### src/rtl/param_fifo_pkg.sv
// Shared definitions for param_sync_fifo.
// Purpose : clog2, pointer/count width derivation, default sizes and a
//           parameter legality check used at elaboration time.
// Ports   : none (package).
package param_fifo_pkg;

  localparam int unsigned DEF_DATA_W = 32'd8;
  localparam int unsigned DEF_DEPTH  = 32'd16;

  // Ceiling log2; returns 0 for v <= 1.
  function automatic int unsigned clog2(input int unsigned v);
    int unsigned r;
    r = 32'd0;
    for (int unsigned i = 32'd0; i < 32'd32; i++) begin
      if ((64'd1 << i) < 64'(v)) begin
        r = i + 32'd1;
      end
    end
    return r;
  endfunction

  // Pointers carry one extra wrap bit above the address bits.
  function automatic int unsigned ptr_width(input int unsigned depth);
    return clog2(depth) + 32'd1;
  endfunction

  // Occupancy must represent 0..DEPTH inclusive.
  function automatic int unsigned cnt_width(input int unsigned depth);
    return clog2(depth) + 32'd1;
  endfunction

  function automatic bit is_pow2(input int unsigned v);
    return (v >= 32'd2) && ((v & (v - 32'd1)) == 32'd0);
  endfunction

  function automatic bit params_legal(input int unsigned data_w,
                                      input int unsigned depth,
                                      input int unsigned af_thresh,
                                      input int unsigned ae_thresh);
    return (data_w >= 32'd1) && is_pow2(depth) &&
           (af_thresh >= 32'd1) && (af_thresh <= depth) &&
           (ae_thresh <= depth - 32'd1);
  endfunction

endpackage

### src/rtl/fifo_ram_2p.sv
// Two-port storage array for param_sync_fifo.
// Purpose : DEPTH x DATA_W array, synchronous write port and one read port.
//           REG_RD=1 gives a registered read (updates only when rd_en is
//           high, clears on reset); REG_RD=0 gives a combinational read.
// Ports   : clk, rst_n (async active-low, read register only),
//           wr_en/wr_addr/wr_data (write port),
//           rd_en/rd_addr (read port), rd_data (read data).
module fifo_ram_2p #(
  parameter int unsigned DATA_W = 32'd8,
  parameter int unsigned DEPTH  = 32'd16,
  parameter int unsigned ADDR_W = 32'd4,
  parameter bit          REG_RD = 1'b1
) (
  input  logic              clk,
  input  logic              rst_n,
  input  logic              wr_en,
  input  logic [ADDR_W-1:0] wr_addr,
  input  logic [DATA_W-1:0] wr_data,
  input  logic              rd_en,
  input  logic [ADDR_W-1:0] rd_addr,
  output logic [DATA_W-1:0] rd_data
);

  // Storage is deliberately not reset.
  logic [DATA_W-1:0] mem_r [DEPTH];

  // Synchronous write port.
  always_ff @(posedge clk) begin
    if (wr_en) begin
      mem_r[wr_addr] <= wr_data;
    end
  end

  generate
    if (REG_RD) begin : g_reg_rd
      logic [DATA_W-1:0] rd_data_r;

      // Registered read; holds its value when no read is accepted.
      always_ff @(posedge clk or negedge rst_n) begin
        if (!rst_n) begin
          rd_data_r <= {DATA_W{1'b0}};
        end else if (rd_en) begin
          rd_data_r <= mem_r[rd_addr];
        end
      end

      assign rd_data = rd_data_r;
    end else begin : g_comb_rd
      // Head word falls straight through; rd_en/rst_n have no role here.
      logic unused_s;
      assign unused_s = rd_en ^ rst_n;
      assign rd_data  = mem_r[rd_addr];
    end
  endgenerate

endmodule

### src/rtl/param_sync_fifo.sv
// Parametrised single-clock FIFO.
// Purpose : pointers, occupancy count, full/empty/almost flags and
//           overflow/underflow pulses around a fifo_ram_2p array.
// Config  : define PARAM_SYNC_FIFO_FWFT_EN for first-word-fall-through
//           reads (data_o shows the head word combinationally from storage);
//           undefined gives a registered read with one cycle of latency.
// Ports   : clk, reset_i (async active-low), wr_en_i/data_i (write),
//           rd_en_i/data_o (read), full_o, empty_o, almost_full_o,
//           almost_empty_o, count_o (occupancy), overflow_o/underflow_o
//           (one-cycle pulses for a dropped write/read).
module param_sync_fifo
  import param_fifo_pkg::*;
#(
  parameter int unsigned DATA_W    = DEF_DATA_W,
  parameter int unsigned DEPTH     = DEF_DEPTH,
  parameter int unsigned AF_THRESH = DEPTH - 32'd2,
  parameter int unsigned AE_THRESH = 32'd2
) (
  input  logic                         clk,
  input  logic                         reset_i,
  input  logic                         wr_en_i,
  input  logic [DATA_W-1:0]            data_i,
  input  logic                         rd_en_i,
  output logic [DATA_W-1:0]            data_o,
  output logic                         full_o,
  output logic                         empty_o,
  output logic                         almost_full_o,
  output logic                         almost_empty_o,
  output logic [cnt_width(DEPTH)-1:0]  count_o,
  output logic                         overflow_o,
  output logic                         underflow_o
);

  localparam int unsigned ADDR_W = clog2(DEPTH);
  localparam int unsigned PTR_W  = ptr_width(DEPTH);
  localparam int unsigned CNT_W  = cnt_width(DEPTH);

  localparam logic [PTR_W-1:0] PTR_ONE = PTR_W'(1);
  localparam logic [CNT_W-1:0] CNT_ONE = CNT_W'(1);
  localparam logic [CNT_W-1:0] DEPTH_C = CNT_W'(DEPTH);
  localparam logic [CNT_W-1:0] AF_C    = CNT_W'(AF_THRESH);
  localparam logic [CNT_W-1:0] AE_C    = CNT_W'(AE_THRESH);
  localparam logic             AF_RST  = (AF_THRESH == 32'd0) ? 1'b1 : 1'b0;

`ifdef PARAM_SYNC_FIFO_FWFT_EN
  localparam bit REG_RD = 1'b0;
`else
  localparam bit REG_RD = 1'b1;
`endif

  generate
    if (!params_legal(DATA_W, DEPTH, AF_THRESH, AE_THRESH)) begin : g_bad_params
      $error("param_sync_fifo: illegal DATA_W/DEPTH/threshold parameters");
    end
  endgenerate

  logic [PTR_W-1:0] wr_ptr_r;
  logic [PTR_W-1:0] rd_ptr_r;
  logic [CNT_W-1:0] count_r;
  logic [CNT_W-1:0] count_nxt_s;
  logic             full_r;
  logic             empty_r;
  logic             af_r;
  logic             ae_r;
  logic             ovf_r;
  logic             unf_r;
  logic             wr_acc_s;
  logic             rd_acc_s;
  logic             wr_drop_s;
  logic             rd_drop_s;

  // Acceptance is judged on the registered (pre-edge) flags only.
  assign wr_acc_s  = wr_en_i & ~full_r;
  assign rd_acc_s  = rd_en_i & ~empty_r;
  assign wr_drop_s = wr_en_i & full_r;
  assign rd_drop_s = rd_en_i & empty_r;

  // Next occupancy: a simultaneous accepted write and read cancel out.
  always_comb begin
    count_nxt_s = count_r;
    case ({wr_acc_s, rd_acc_s})
      2'b10:   count_nxt_s = count_r + CNT_ONE;
      2'b01:   count_nxt_s = count_r - CNT_ONE;
      default: count_nxt_s = count_r;
    endcase
  end

  // Pointers, count and flags; flags are registered copies decoded from the
  // next count so they always agree with count_o.
  always_ff @(posedge clk or negedge reset_i) begin
    if (!reset_i) begin
      wr_ptr_r <= {PTR_W{1'b0}};
      rd_ptr_r <= {PTR_W{1'b0}};
      count_r  <= {CNT_W{1'b0}};
      full_r   <= 1'b0;
      empty_r  <= 1'b1;
      af_r     <= AF_RST;
      ae_r     <= 1'b1;
      ovf_r    <= 1'b0;
      unf_r    <= 1'b0;
    end else begin
      if (wr_acc_s) begin
        wr_ptr_r <= wr_ptr_r + PTR_ONE;
      end
      if (rd_acc_s) begin
        rd_ptr_r <= rd_ptr_r + PTR_ONE;
      end
      count_r <= count_nxt_s;
      full_r  <= (count_nxt_s == DEPTH_C);
      empty_r <= (count_nxt_s == {CNT_W{1'b0}});
      af_r    <= (count_nxt_s >= AF_C);
      ae_r    <= (count_nxt_s <= AE_C);
      ovf_r   <= wr_drop_s;
      unf_r   <= rd_drop_s;
    end
  end

  fifo_ram_2p #(
    .DATA_W (DATA_W),
    .DEPTH  (DEPTH),
    .ADDR_W (ADDR_W),
    .REG_RD (REG_RD)
  ) u_ram (
    .clk     (clk),
    .rst_n   (reset_i),
    .wr_en   (wr_acc_s),
    .wr_addr (wr_ptr_r[ADDR_W-1:0]),
    .wr_data (data_i),
    .rd_en   (rd_acc_s),
    .rd_addr (rd_ptr_r[ADDR_W-1:0]),
    .rd_data (data_o)
  );

  assign count_o        = count_r;
  assign full_o         = full_r;
  assign empty_o        = empty_r;
  assign almost_full_o  = af_r;
  assign almost_empty_o = ae_r;
  assign overflow_o     = ovf_r;
  assign underflow_o    = unf_r;

endmodule

### config.mk
export PLATFORM = sky130hd
export DESIGN_NAME = param_sync_fifo
export DESIGN_NICKNAME = d
export VERILOG_FILES = /design/src/rtl/param_fifo_pkg.sv /design/src/rtl/fifo_ram_2p.sv /design/src/rtl/param_sync_fifo.sv
export SDC_FILE = /design/constraint.sdc
export NUM_CORES = 1
export LEC_CHECK = 0
export CORE_MARGIN = 2
export CORE_UTILIZATION = 59
export DETAILED_ROUTE_END_ITERATION = 6
export GPL_TIMING_DRIVEN = 0
export PLACE_DENSITY = 0.9
export SLEW_MARGIN = 20
export SYNTH_ARGS = -nofsm -noshare
export SYNTH_HDL_FRONTEND = slang
export SYNTH_SLANG_ARGS = --single-unit
### constraint.sdc
create_clock -name clk -period 3.15 [get_ports clk]
set_input_delay 0.315 -clock clk [delete_from_list [all_inputs] [get_ports clk]]
set_output_delay 0.315 -clock clk [all_outputs]
set_load 0.01 [all_outputs]
---- After elaboration in Yosys (flattened, before gate mapping) ----
Memories as Yosys holds them, arrays and structs flattened. A register that Yosys moved wholly into a read port is not among the register bits.
Index checks and enable logic that the tools add are counted.
storage, ports and cells
  flip-flop bits (word level) ............. 21
  RAM bits ................................ 128
  output and inout port bits .............. 19
  logic and storage cells ................. 30
  memories ................................ 1
memory list
  memory       depth  width  read ports  clocked after Yosys merged registers in  write ports  RTL line           RTL
  u_ram.mem_r  16     8      1           1                                        1            fifo_ram_2p.sv:25  logic [DATA_W-1:0] mem_r [DEPTH];
cells by class
  $add $sub $neg .......................... 4
  order comparisons ....................... 2
  equality and inequality tests ........... 3
  mux-type cells .......................... 3
  bitwise gates (word level) .............. 6
  reductions and logical operators ........ 2
operators with widths
  operator                                                                           number
  5-bit by 1-bit adder with 5-bit output (second input constant)                     3
  5-bit one-hot mux with 2 select lines                                              1
  5-bit == test (second input constant)                                              1
  5-bit by 4-bit >= comparator with 1-bit output (second input constant)             1
  5-bit by 2-bit less-or-equal comparator with 1-bit output (second input constant)  1
  5-bit zero test                                                                    1
  5-bit by 1-bit subtractor with 5-bit output (second input constant)                1
  1-bit AND                                                                          4
  2-bit by 1-bit == test with 1-bit output (second input constant)                   1
  2-bit == test (second input constant)                                              1
  1-bit 2-to-1 mux                                                                   2
  1-bit inverter                                                                     2
  1-bit zero test                                                                    1

---- Logic depth before layout (Yosys ltp) ----
Gate-level depths: netlist (run 1).
  word-level depth ........................ 5
  mapped depth ............................ 12

---- Cells and area by module ----
Synthesis (run 1) repeated with hierarchy kept, for this count alone.
unflattened totals
  cell total of the unflattened synthesis .. 324
  area total of the unflattened synthesis .. 6314.8 um^2
modules (own cells, without submodules)
  module           times used  cells each  area an instance (um^2)  seq. area each (um^2)
  fifo_ram_2p      1           240         5331.4                   4043.9
  param_sync_fifo  1           84          983.4                    478.0

---- Least setup slack after synthesis (run 1) ----
Ideal clock, no wire load.
  path type ............................... register to register
  start point ............................. reg full_r, in the netlist full_o
  end point ............................... reg ae_r, in the netlist almost_empty_o
  library setup time ...................... 121 ps
  arrival time ............................ 2498 ps
  data required time ...................... 3029 ps
  slack ................................... 530 ps
  stages on the path, launching flop included .. 13
  buffers on the path ..................... 2
  cells stage by stage .................... dfrtp_1 -> nor2b_1 -> clkbuf_1 -> inv_1 -> ha_1 -> buf_2 -> xor2_1 -> ha_1 -> a21oi_1 -> mux2i_1 -> xor2_1 -> inv_1 -> a2111oi_0
between the ends
  cells in the longest elaborated chain, start to end .. 5
  elaborated cells between the ends (all ways) .. 6
  classes of those cells .................. order compare: 1; eq/ne: 2; mux: 1; bitwise: 2
RTL lines
  element                                                                    RTL line                RTL
  start, declared                                                            param_sync_fifo.sv:61   logic full_r;
  start signal, assigned                                                     param_sync_fifo.sv:109  full_r <= (count_nxt_s == DEPTH_C);
  1-bit inverter *                                                           param_sync_fifo.sv:73   assign wr_acc_s = wr_en_i & ~full_r;
  1-bit AND *                                                                param_sync_fifo.sv:73
  2-bit by 1-bit == test with 1-bit output or 2-bit == test (tied branches)  param_sync_fifo.sv:81   case ({wr_acc_s, rd_acc_s})
  5-bit one-hot mux with 2 select lines *                                    param_sync_fifo.sv:81
  net count_nxt_s[2]                                                         param_sync_fifo.sv:60   logic [CNT_W-1:0] count_nxt_s;
  5-bit by 2-bit less-or-equal comparator with 1-bit output *                param_sync_fifo.sv:112  ae_r <= (count_nxt_s <= AE_C);
  end signal, assigned                                                       param_sync_fifo.sv:112
  end, declared                                                              param_sync_fifo.sv:64   logic ae_r;
Mark *: on every way through the listed nets, which the timed path passes. The rest lies on a longest branch.
A chain may end at the register's enable or synchronous reset.

---- Worst setup path in the final report (run 1) ----
Ends and elaborated chain as after synthesis.

==> impl_metrics.csv, run 1 <==
group,metric,value,unit
yosys,synthAdderAreaFrac,1.795,%
detailed_routing,ant_nets,0,
finish,mostFrequentLayoutCell,"edfxtp_1",
finish,n_antenna_cell,0,
yosys,synth_edf_count,128,
yosys,synth-compound-area-share,3.809,%
yosys,ys_ff_latch,155,
power_and_ir_drop,leakagePower,0.002616,uW
timing,setup_viol,0,
finish,layout_common_cells,"edfxtp_1, mux2i_1, clkdlybuf4s50_1, dfrtp_1, nor2_1",
timing,slew_headroom,28.94,%
power_and_ir_drop,power.share.combinational,33.3,%
placed_design,dp_hpwl,8192,um
power_and_ir_drop,peakVddDrop,583.4,uV
placed_design,routabilityCongestion,0.8352,
detailed_routing,routed_wl,13830,um
finish,nets,436,
global_routing,grt_max_degree,28,
clock_tree,ctsLongestPathBuffers,2,
critical_path,required,3540,ps
critical_path,cp-start-kind,"register",
detailed_routing,via_count,3534,
yosys,async_flop_share,17.42,%
global_routing,overflow,0,
global_routing,antenna_found_initial,0,
run_status,run_status,"finished, final reports clean",
floorplan,start_util,60.77,%
critical_path,path_max_fanout,9,
critical_path,worstSetupPathType,"reg -> reg",
detailed_routing,first_iter_violations,505,
yosys,synthesis.instances,363,
clock_tree,clk_pin_slew,60,ps
timing,fin_crit,2919,ps
clock_tree,cts_root_buf,"clkbuf_8",
power_and_ir_drop,seqPwrFrac,38.0,%
detailed_routing,vias_per_cell,6.266,
run,maxCapViolCount,0,
yosys,yosysSeqAreaShare,72.08,%
floorplan,fp.dieW,107.1,um
yosys,syn_area,6274,um2
clock_tree,h-tree-depth,4,
timing,fin_crit_sh,92.67,%
power_and_ir_drop,intPower,4840,uW
timing,setup-tns-final,0,ps
global_routing,grt_use_total,25.68,%
yosys,ys.flop_type,"edfxtp_1",
power_and_ir_drop,p_clk_share,28.7,%
power_and_ir_drop,power.density,978.7,nW/um2
timing,finalWorstSetupSlack,230.8,ps
detailed_routing,first_pass_iters,5,
critical_path,ff2ff_path_depth,12,
clock_tree,cts_tree,"yes",
critical_path,end_kind,"register",
finish,fin_area,7390,um2
yosys,avgSynthCellArea,17.28,um2
power_and_ir_drop,p_switching,2392,uW
yosys,synth_mux_area_share,13.34,%
detailed_routing,drc,0,
yosys,synth_warnings,0,
finish,syn_to_final_growth,17.79,%
timing,skew,13.60,ps
placed_design,pre_cts_ws,-216.9,ps
floorplan,rows,37,
yosys,synth_nets,384,
timing,hold-worst-slack,318.6,ps
yosys,synthXorXnorAreaFrac,1.536,%
clock_tree,clkLatencyLatePin,540,ps
global_routing,grt_pass1_vias,3491,
global_routing,grt_pass1_wl,20560,um
placed_design,port_buffers,30,
floorplan,die_h,107.1,um
floorplan,num_io_pins,31,
timing,worst_pin_slew,1062,ps
floorplan,fp.coreArea,10320,um2
clock_tree,cts_made_buffers,17,
clock_tree,clkSinkCount,155,
timing,rsz0062_at_grt,"false",
timing,final_hold_viol_count,0,
finish,drive_above_1_share,17.99,%
yosys,synth_top_family_by_area,"multiplexers",
critical_path,arrival,3310,ps
timing,max_freq,0.3426,GHz
floorplan,die_area,11470,um2
yosys,ys_types,41,
yosys,yosys.area_share.simple,5.485,%
detailed_routing,routedWlPerCell,24.51,um
power_and_ir_drop,switching_share,33.08,%
worst_hold_path,hold_class,"in -> async",
timing,slew_viol_final,0,
finish,nFillCells,573,
placed_design,place_area,6774,um2
==> Yosys cell counts, drive strengths merged, types with 5 or more instances <==
cell      n  area (um2)
a21oi     5       25.02
a31oi     7       43.79
a22oi    14       105.1
ha        9       112.6
mux4     19       435.4
nor2     25       93.84
nand2    13       48.80
inv       6       22.52
buf      12       66.32
xnor2     7       61.31
clkbuf    9       33.78
mux2i    33       330.3
dfrtp    25       625.6
mux2      6       71.31
nor2b     6       37.54
edfxtp  128        3844
==> stage by stage <==
stage,std cells,power (uW),util [%]
3_5_place_dp,531,5081,65.62
6_report,564,7232,71.58
2_1_floorplan,363,4285,-
3_3_place_gp,529,4932,65.33
5_1_grt,564,7490,71.58
4_1_cts,564,7205,71.53
==> power by group through the flow <==
stage / registers, uW / logic [uW] / clock network [uW]
detailed placement: 2780 / 2300 / 0
CTS: 2740 / 2380 / 2080
finish: 2750 / 2410 / 2080
global route: 2770 / 2560 / 2160
floorplan: 2780 / 1500 / 0
global placement: 2750 / 2180 / 0
==> kinds of logic (layout without fill, tap and decap cells) <==
kind of cell             after synthesis  after routing
flip-flops                           155            155
AND/OR/NAND/NOR                       68             68
multiplexers                          58             58
AO/OA/AOI/OAI                         35             35
buffers and inverters                 27             92
XOR/XNOR                              11             11
adder cells (fa/ha/maj)                9              9
==> timing repair <==
item                                   in CTS  in global routing
resized for setup                           0                  4
endpoints found under the hold margin      25                  0
hold buffers                                1                  0
setup endpoints to repair                   0                  4
setup buffers                               0                  0
==> final cells by class <==
type                       count  area (um2)  share of cell area [%]
multi-input combinational    181        1652                   22.35
sequential                   155        4522                   61.19
clock buffer                  18       417.9                   5.655
clock inverter                14       182.7                   2.472
tap                          136       170.2                   2.303
inverter                       6       22.52                  0.3048
buffer                        21       102.6                   1.388
timing repair buffer          33       320.3                   4.335
==> registers in the layout, summed over array words and instances (netlist names) <==
register,cells
u_ram.mem_r,128
u_ram.rd_data,8
count_o,5
rd_ptr_r,4
wr_ptr_r,4
almost_empty_o,1
almost_full_o,1
empty_o,1
full_o,1
overflow_o,1
underflow_o,1
==> metal layers <==
metal	up-vias	global-route usage, %	wire (um)
met5	-	0	0
met1	1764	33.49	4897
met3	31	7.720	1512
met2	222	41.41	7089
met4	0	9.091	327
li1	1517	-	-
==> worst max-delay path, cell delays in order (launching register included) <==
cell	delay [ps]
dfrtp_1	390
nor2b_1	110
clkbuf_2	230
inv_1	110
ha_1	220
buf_2	170
xor2_1	150
ha_1	220
a21oi_1	160
mux2i_1	240
xor2_1	190
inv_1	110
a2111oi_0	470
==> final timing paths <==
path | start | end | slack (ps)
worst max-delay path | full_o | almost_empty_o | 230
worst min-delay path | reset_i | full_o | 320
worst max register to register | full_o | almost_empty_o | 230
worst min register to register | full_o | overflow_o | 540
max in group asynchronous | reset_i | u_ram.rd_data[7] | 2430
min in group clk | wr_en_i | overflow_o | 400
Note: power is estimated with default switching activity, not from simulation.
==> inputs of run 2 (changes only) <==
--- a/config.mk
+++ b/config.mk
@@ -5,8 +5,11 @@
 export SDC_FILE = /design/constraint.sdc
 export NUM_CORES = 1
 export LEC_CHECK = 0
+export CAP_MARGIN = 25
+export CELL_PAD_IN_SITES_DETAIL_PLACEMENT = 1
+export CELL_PAD_IN_SITES_GLOBAL_PLACEMENT = 1
 export CORE_MARGIN = 2
-export CORE_UTILIZATION = 59
+export CORE_UTILIZATION = 51
 export DETAILED_ROUTE_END_ITERATION = 6
 export GPL_TIMING_DRIVEN = 0
 export PLACE_DENSITY = 0.9
==> impl_metrics.csv, run 2 (synthesis results as in run 1) <==
group,metric,value,unit
run_status,run_status,"finished, final reports clean",
critical_path,required,3510,ps
global_routing,antenna_found_initial,0,
timing,skew,8.421,ps
clock_tree,ctsLongestPathBuffers,2,
detailed_routing,routed_wl,15380,um
clock_tree,h-tree-depth,4,
floorplan,rows,40,
finish,nets,442,
power_and_ir_drop,leakagePower,0.002642,uW
power_and_ir_drop,peakVddDrop,417.0,uV
worst_hold_path,hold_class,"in -> async",
finish,syn_to_final_growth,18.61,%
global_routing,grt_pass1_wl,23290,um
clock_tree,clk_pin_slew,60,ps
clock_tree,cts_root_buf,"clkbuf_16",
clock_tree,clkSinkCount,155,
floorplan,num_io_pins,31,
detailed_routing,vias_per_cell,6.029,
floorplan,fp.coreArea,12010,um2
placed_design,routabilityCongestion,0.8127,
clock_tree,cts_tree,"yes",
finish,layout_common_cells,"edfxtp_1, mux2i_1, clkdlybuf4s50_1, nor2_1, dfrtp_1",
detailed_routing,first_pass_iters,5,
finish,mostFrequentLayoutCell,"edfxtp_1",
detailed_routing,routedWlPerCell,26.47,um
global_routing,overflow,0,
timing,worst_pin_slew,1040,ps
run,maxCapViolCount,0,
timing,finalWorstSetupSlack,259.8,ps
critical_path,arrival,3250,ps
finish,n_antenna_cell,0,
critical_path,worstPathCellList,"clkdlybuf4s50_1 -> nor2b_1 -> clkbuf_2 -> ha_1 -> buf_2 -> xor2_1 -> ha_1 -> o211ai_1 -> a21o_1 -> a21oi_1 -> xor2_1 -> nor2b_1",
floorplan,die_area,13200,um2
global_routing,grt_use_total,25.30,%
floorplan,die_h,114.9,um
global_routing,grt_max_degree,28,
timing,setup_viol,0,
finish,nFillCells,1080,
timing,fin_crit,2890,ps
timing,final_hold_viol_count,0,
finish,multiInputGateArea,1655,um2
floorplan,fp.dieW,114.9,um
finish,regArea,4522,um2
detailed_routing,ant_nets,0,
critical_path,crit_slowest_cell,"xor2_1",
power_and_ir_drop,power.density,975.9,nW/um2
critical_path,path_max_fanout,11,
timing,fin_crit_sh,91.75,%
clock_tree,post-cts-setup-buffers,0,
critical_path,end_kind,"register",
timing,slew_headroom,30.44,%
detailed_routing,drc,0,
finish,largest_register,"u_ram.mem_r",
clock_tree,cts_made_buffers,17,
power_and_ir_drop,p_total,7261,uW
clock_tree,clkLatencyLatePin,430,ps
placed_design,dp_hpwl,9924,um
critical_path,worstSetupPathType,"in -> reg",
global_routing,grt_pass1_vias,3765,
finish,drive_above_1_share,18.20,%
timing,slew_viol_final,0,
detailed_routing,first_iter_violations,256,
placed_design,pre_cts_ws,-322.3,ps
placed_design,port_buffers,30,
critical_path,cpPeakStageDelay,490,ps
finish,largest_reg_flops,128,
timing,max_freq,0.3460,GHz
critical_path,cp-start-kind,"input pin",
floorplan,start_util,52.23,%
detailed_routing,via_count,3503,
-- run 2: cell count changes in the layout (fill, tap and decap cells not counted), sizes merged --
| cell | delta |
|---|---|
| buf | +6 |
| clkinv | +5 |
| inv | -5 |
-- run 2: what timing repair did --
action | in CTS | in global routing
endpoints found under the hold margin | 25 | 0
hold buffers | 1 | 0
resized for setup | 1 | 4
endpoints found under the setup margin | 1 | 5
-- run 2: report_power, final --
part           switching, uW  leakage, uW  internal, uW
clock                    791     0.000280          1230
sequential               175      0.00147          2580
combinational           1420     0.000889          1070
total                   2390      0.00264          4870
-- run 2: routing by layer --
layer / track usage (%) / share of wire (%) / routed length, um / vias up
met3: 6.168 / 5.5 / 844 / 23
met2: 42.90 / 52 / 8053 / 126
met5: 0 / 0 / 0 / -
met1: 31.52 / 40 / 6182 / 1831
met4: 10.12 / 2.0 / 300 / 0
li1: - / - / - / 1523
-- run 2: through the flow --
| stage | hold slack [ps] | setup TNS, ps | instances | util (%) | area [um2] |
|---|---|---|---|---|---|
| 4_1_cts | 451.5 | 0 | 577 | 61.57 | 7396 |
| 2_1_floorplan | 19.41 | 0 | 363 | - | 6274 |
| 6_report | 435.1 | 0 | 581 | 61.95 | 7441 |
| 5_1_grt | 506.6 | -6.110 | 581 | 61.95 | 7441 |
| 3_3_place_gp | 498.0 | -415.7 | 540 | 56.26 | 6758 |
| 3_5_place_dp | 367.9 | -1313 | 544 | 56.64 | 6803 |
-- run 2: final timing paths --
kind | start | endpoint | slack, ps | depth (start not counted)
min reg2reg | u_ram.rd_data[7] | u_ram.rd_data[7] | 510 | 1
max reg2reg | full_o | full_o | 270 | 12
min | reset_i | count_o[4] | 440 | 2
max in group asynchronous | reset_i | wr_ptr_r[1] | 2310 | 2
max | rd_en_i | full_o | 260 | 12
min in group clk | rd_en_i | underflow_o | 510 | 2
-- run 2: final cells by class --
type / instances / share of cell area [%]
sequential: 155 / 60.77
tap: 147 / 2.472
buffer: 21 / 1.379
timing repair buffer: 39 / 5.011
inverter: 6 / 0.3027
clock buffer: 18 / 5.768
clock inverter: 14 / 2.051
multi-input combinational: 181 / 22.25
-- run 2: worst max-delay path, delay by kind of cell --
family	cells	cell delay (ps)
AO/OA/AOI/OAI	3	500
AND/OR/NAND/NOR	2	370
buffers and inverters	3	950
adder cells (fa/ha/maj)	2	440
XOR/XNOR	2	650
==> inputs of run 3 (changes only) <==
--- a/config.mk
+++ b/config.mk
@@ -9,11 +9,12 @@
 export CELL_PAD_IN_SITES_DETAIL_PLACEMENT = 1
 export CELL_PAD_IN_SITES_GLOBAL_PLACEMENT = 1
 export CORE_MARGIN = 2
-export CORE_UTILIZATION = 51
+export CORE_UTILIZATION = 52
 export DETAILED_ROUTE_END_ITERATION = 6
 export GPL_TIMING_DRIVEN = 0
-export PLACE_DENSITY = 0.9
+export PLACE_DENSITY = 0.91
 export SLEW_MARGIN = 20
 export SYNTH_ARGS = -nofsm -noshare
 export SYNTH_HDL_FRONTEND = slang
+export SYNTH_HIERARCHICAL = 1
 export SYNTH_SLANG_ARGS = --single-unit
==> impl_metrics.csv, run 3 <==
group,metric,value,unit
yosys,synthAdderAreaFrac,1.189,%
detailed_routing,first_iter_violations,273,
yosys,ys_types,46,
yosys,synth_warnings,6,
floorplan,start_util,53.01,%
yosys,synth_edf_count,128,
timing,fin_crit_sh,92.89,%
yosys,netlist_top_cells_count,"edfxtp_1, mux4_2, dfrtp_1",
run_status,run_status,"finished, final reports clean",
timing,max_freq,0.3418,GHz
timing,skew,8.758,ps
timing,rsz0062_at_grt,"false",
yosys,ys_ff_latch,155,
global_routing,overflow,0,
floorplan,die_area,13040,um2
detailed_routing,first_pass_iters,4,
yosys,synth_nets,342,
worst_hold_path,hold_class,"in -> async",
timing,slew_headroom,38.29,%
yosys,synth.most_common_cell,"edfxtp_1",
clock_tree,clkSinkCount,155,
finish,layout_common_cells,"edfxtp_1, clkdlybuf4s50_1, mux4_2, dfrtp_1, nor2_1",
detailed_routing,drc,0,
placed_design,dp.cells,503,
critical_path,cpPeakStageDelay,390,ps
detailed_routing,routedWlPerCell,27.33,um
yosys,syn_area,6315,um2
detailed_routing,ant_nets,0,
power_and_ir_drop,peakVddDrop,451.5,uV
clock_tree,clkLatencyLatePin,420,ps
yosys,synth_top_cell_by_area,"edfxtp_1",
yosys,yosys.area_share.simple,4.953,%
detailed_routing,vias_per_cell,6.006,
finish,nets,394,
finish,drive_above_1_share,25.45,%
finish,syn_to_final_growth,17.85,%
critical_path,worstPathCellList,"nor2b_1 -> clkbuf_2 -> inv_1 -> ha_1 -> buf_2 -> xor2_1 -> ha_1 -> or2b_1 -> a31oi_1 -> o211ai_2 -> xor2_2 -> and4bb_1",
critical_path,crit_slowest_cell,"dfrtp_1",
power_and_ir_drop,p_total,7426,uW
timing,hold-worst-slack,460.7,ps
timing,setup_viol,0,
run,maxCapViolCount,0,
global_routing,grt_pass1_vias,3632,
clock_tree,post-cts-setup-buffers,0,
detailed_routing,routed_wl,14650,um
critical_path,critical_path_buf_inv_count,3,
floorplan,die_h,114.2,um
placed_design,dp_hpwl,9312,um
timing,slew_viol_final,0,
finish,final_cells,536,
yosys,avgSynthCellArea,19.49,um2
timing,fin_crit,2926,ps
yosys,yosysTopAreaCellShare,60.87,%
clock_tree,cts_tree,"yes",
clock_tree,h-tree-depth,4,
clock_tree,cts_root_buf,"clkbuf_16",
critical_path,path_common_cell,"ha_1",
critical_path,arrival,3280,ps
finish,mostFrequentLayoutCell,"edfxtp_1",
critical_path,cp-start-kind,"register",
yosys,ys.flop_type,"edfxtp_1",
timing,final_hold_viol_count,0,
floorplan,rows,40,
finish,largest_reg_flops,128,
critical_path,critPathTopFamily,"simple AND/OR/NAND/NOR gates",
yosys,synth_top_family_by_area,"multiplexers",
placed_design,port_buffers,30,
yosys,yosysSeqAreaShare,71.61,%
global_routing,antenna_found_initial,0,
clock_tree,clk_pin_slew,60,ps
power_and_ir_drop,leakagePower,0.002546,uW
detailed_routing,via_count,3219,
placed_design,routabilityCongestion,0.7694,
finish,largest_register,"u_ram/mem_r",
global_routing,grt_max_degree,28,
global_routing,grt_use_total,24.73,%
yosys,synthTopCellsByArea,"edfxtp_1, dfrtp_1, mux4_2",
global_routing,grt_pass1_wl,22480,um
yosys,async_flop_share,17.42,%
timing,setup-tns-final,0,ps
critical_path,end_kind,"register",
clock_tree,ctsLongestPathBuffers,2,
critical_path,path_max_fanout,10,
yosys,synthesis.instances,324,
yosys,synthXorXnorAreaFrac,1.783,%
floorplan,num_io_pins,31,
power_and_ir_drop,power.density,997.8,nW/um2
floorplan,fp.coreArea,11910,um2
clock_tree,cts_made_buffers,17,
floorplan,fp.dieW,114.2,um
critical_path,worstSetupPathType,"reg -> reg",
finish,n_antenna_cell,0,
yosys,synth-compound-area-share,4.161,%
timing,worst_pin_slew,922.3,ps
critical_path,required,3500,ps
yosys,synth_mux_area_share,13.57,%
==> run 3: changes by cell type in the layout (fill, tap and decap cells not counted), sizes merged, moves of 8 or more <==
cell,change
mux2i,-25
a22oi,-14
mux4,+13
a221oi,+8
clkinv,-8
o22ai,+8
==> run 3: worst register-to-register path, stage by stage (launching register included) <==
cell,delay [ps]
dfrtp_1,390
nor2b_1,120
clkbuf_2,260
inv_1,120
ha_1,230
buf_2,190
xor2_1,160
ha_1,250
or2b_1,240
a31oi_1,200
o211ai_2,130
xor2_2,310
and4bb_1,270
==> run 3: repair_timing <==
action / in CTS / in global routing
setup endpoints to repair: 0 / 6
endpoints found under the hold margin: 25 / 0
hold buffers: 1 / 0
resized for setup: 0 / 3
==> run 3: layout make-up <==
cell class / instances / area [um2]
Sequential cell: 155 / 4522
Fill cell: 1023 / 4469
Multi-Input combinational cell: 146 / 1638
Clock buffer: 24 / 501.7
Timing Repair Buffer: 33 / 315.3
Tap cell: 147 / 183.9
Buffer: 19 / 158.9
Clock inverter: 8 / 107.6
Inverter: 4 / 15.01
==> run 3: logic make-up after synthesis <==
| logic type | count (synthesis) |
|---|---|
| xor gates and xnor gates | 12 |
| DFF | 155 |
| adders and majority gates | 6 |
| muxes | 43 |
| buffers and inverters | 23 |
| and+or+nand+nor | 59 |
| AOI/OAI and AO/OA | 26 |
==> run 3: final timing paths <==
path                        startpoint               end  slack (ps)  cells after the start
max                             full_o            full_o         220                     12
min reg2reg                rd_ptr_r[3]       rd_ptr_r[3]         480                      1
min                            reset_i            full_o         460                      2
max reg2reg                     full_o            full_o         220                     12
max in group asynchronous      reset_i  u_ram/rd_data[5]        2260                      2
min in group clk           rd_ptr_r[3]       rd_ptr_r[3]         480                      1
==> run 3: stage by stage <==
step	worst slack (ps)	util (%)	cell area [um2]
after floorplan	505.4	-	6315
after global placement	-253.0	57.08	6799
after detailed placement	-354.9	57.21	6814
after CTS	10.94	62.41	7433
after global routing	22.89	62.48	7442
final	224.1	62.48	7442
==> run 3: report_power, final <==
group / internal [uW] / switching (uW) / total [uW]
Combinational: 1190 / 1350 / 2540
Sequential: 2590 / 246 / 2830
Clock: 1280 / 777 / 2050
==> run 3: per-layer routing <==
metal  up-vias  routed length, um  GRT usage (%)
li1       1407                  -              -
met1      1712               5938          32.44
met2        88               7827          41.43
met3        12                732          4.288
met4         0                150          10.16
met5         -                  0              0
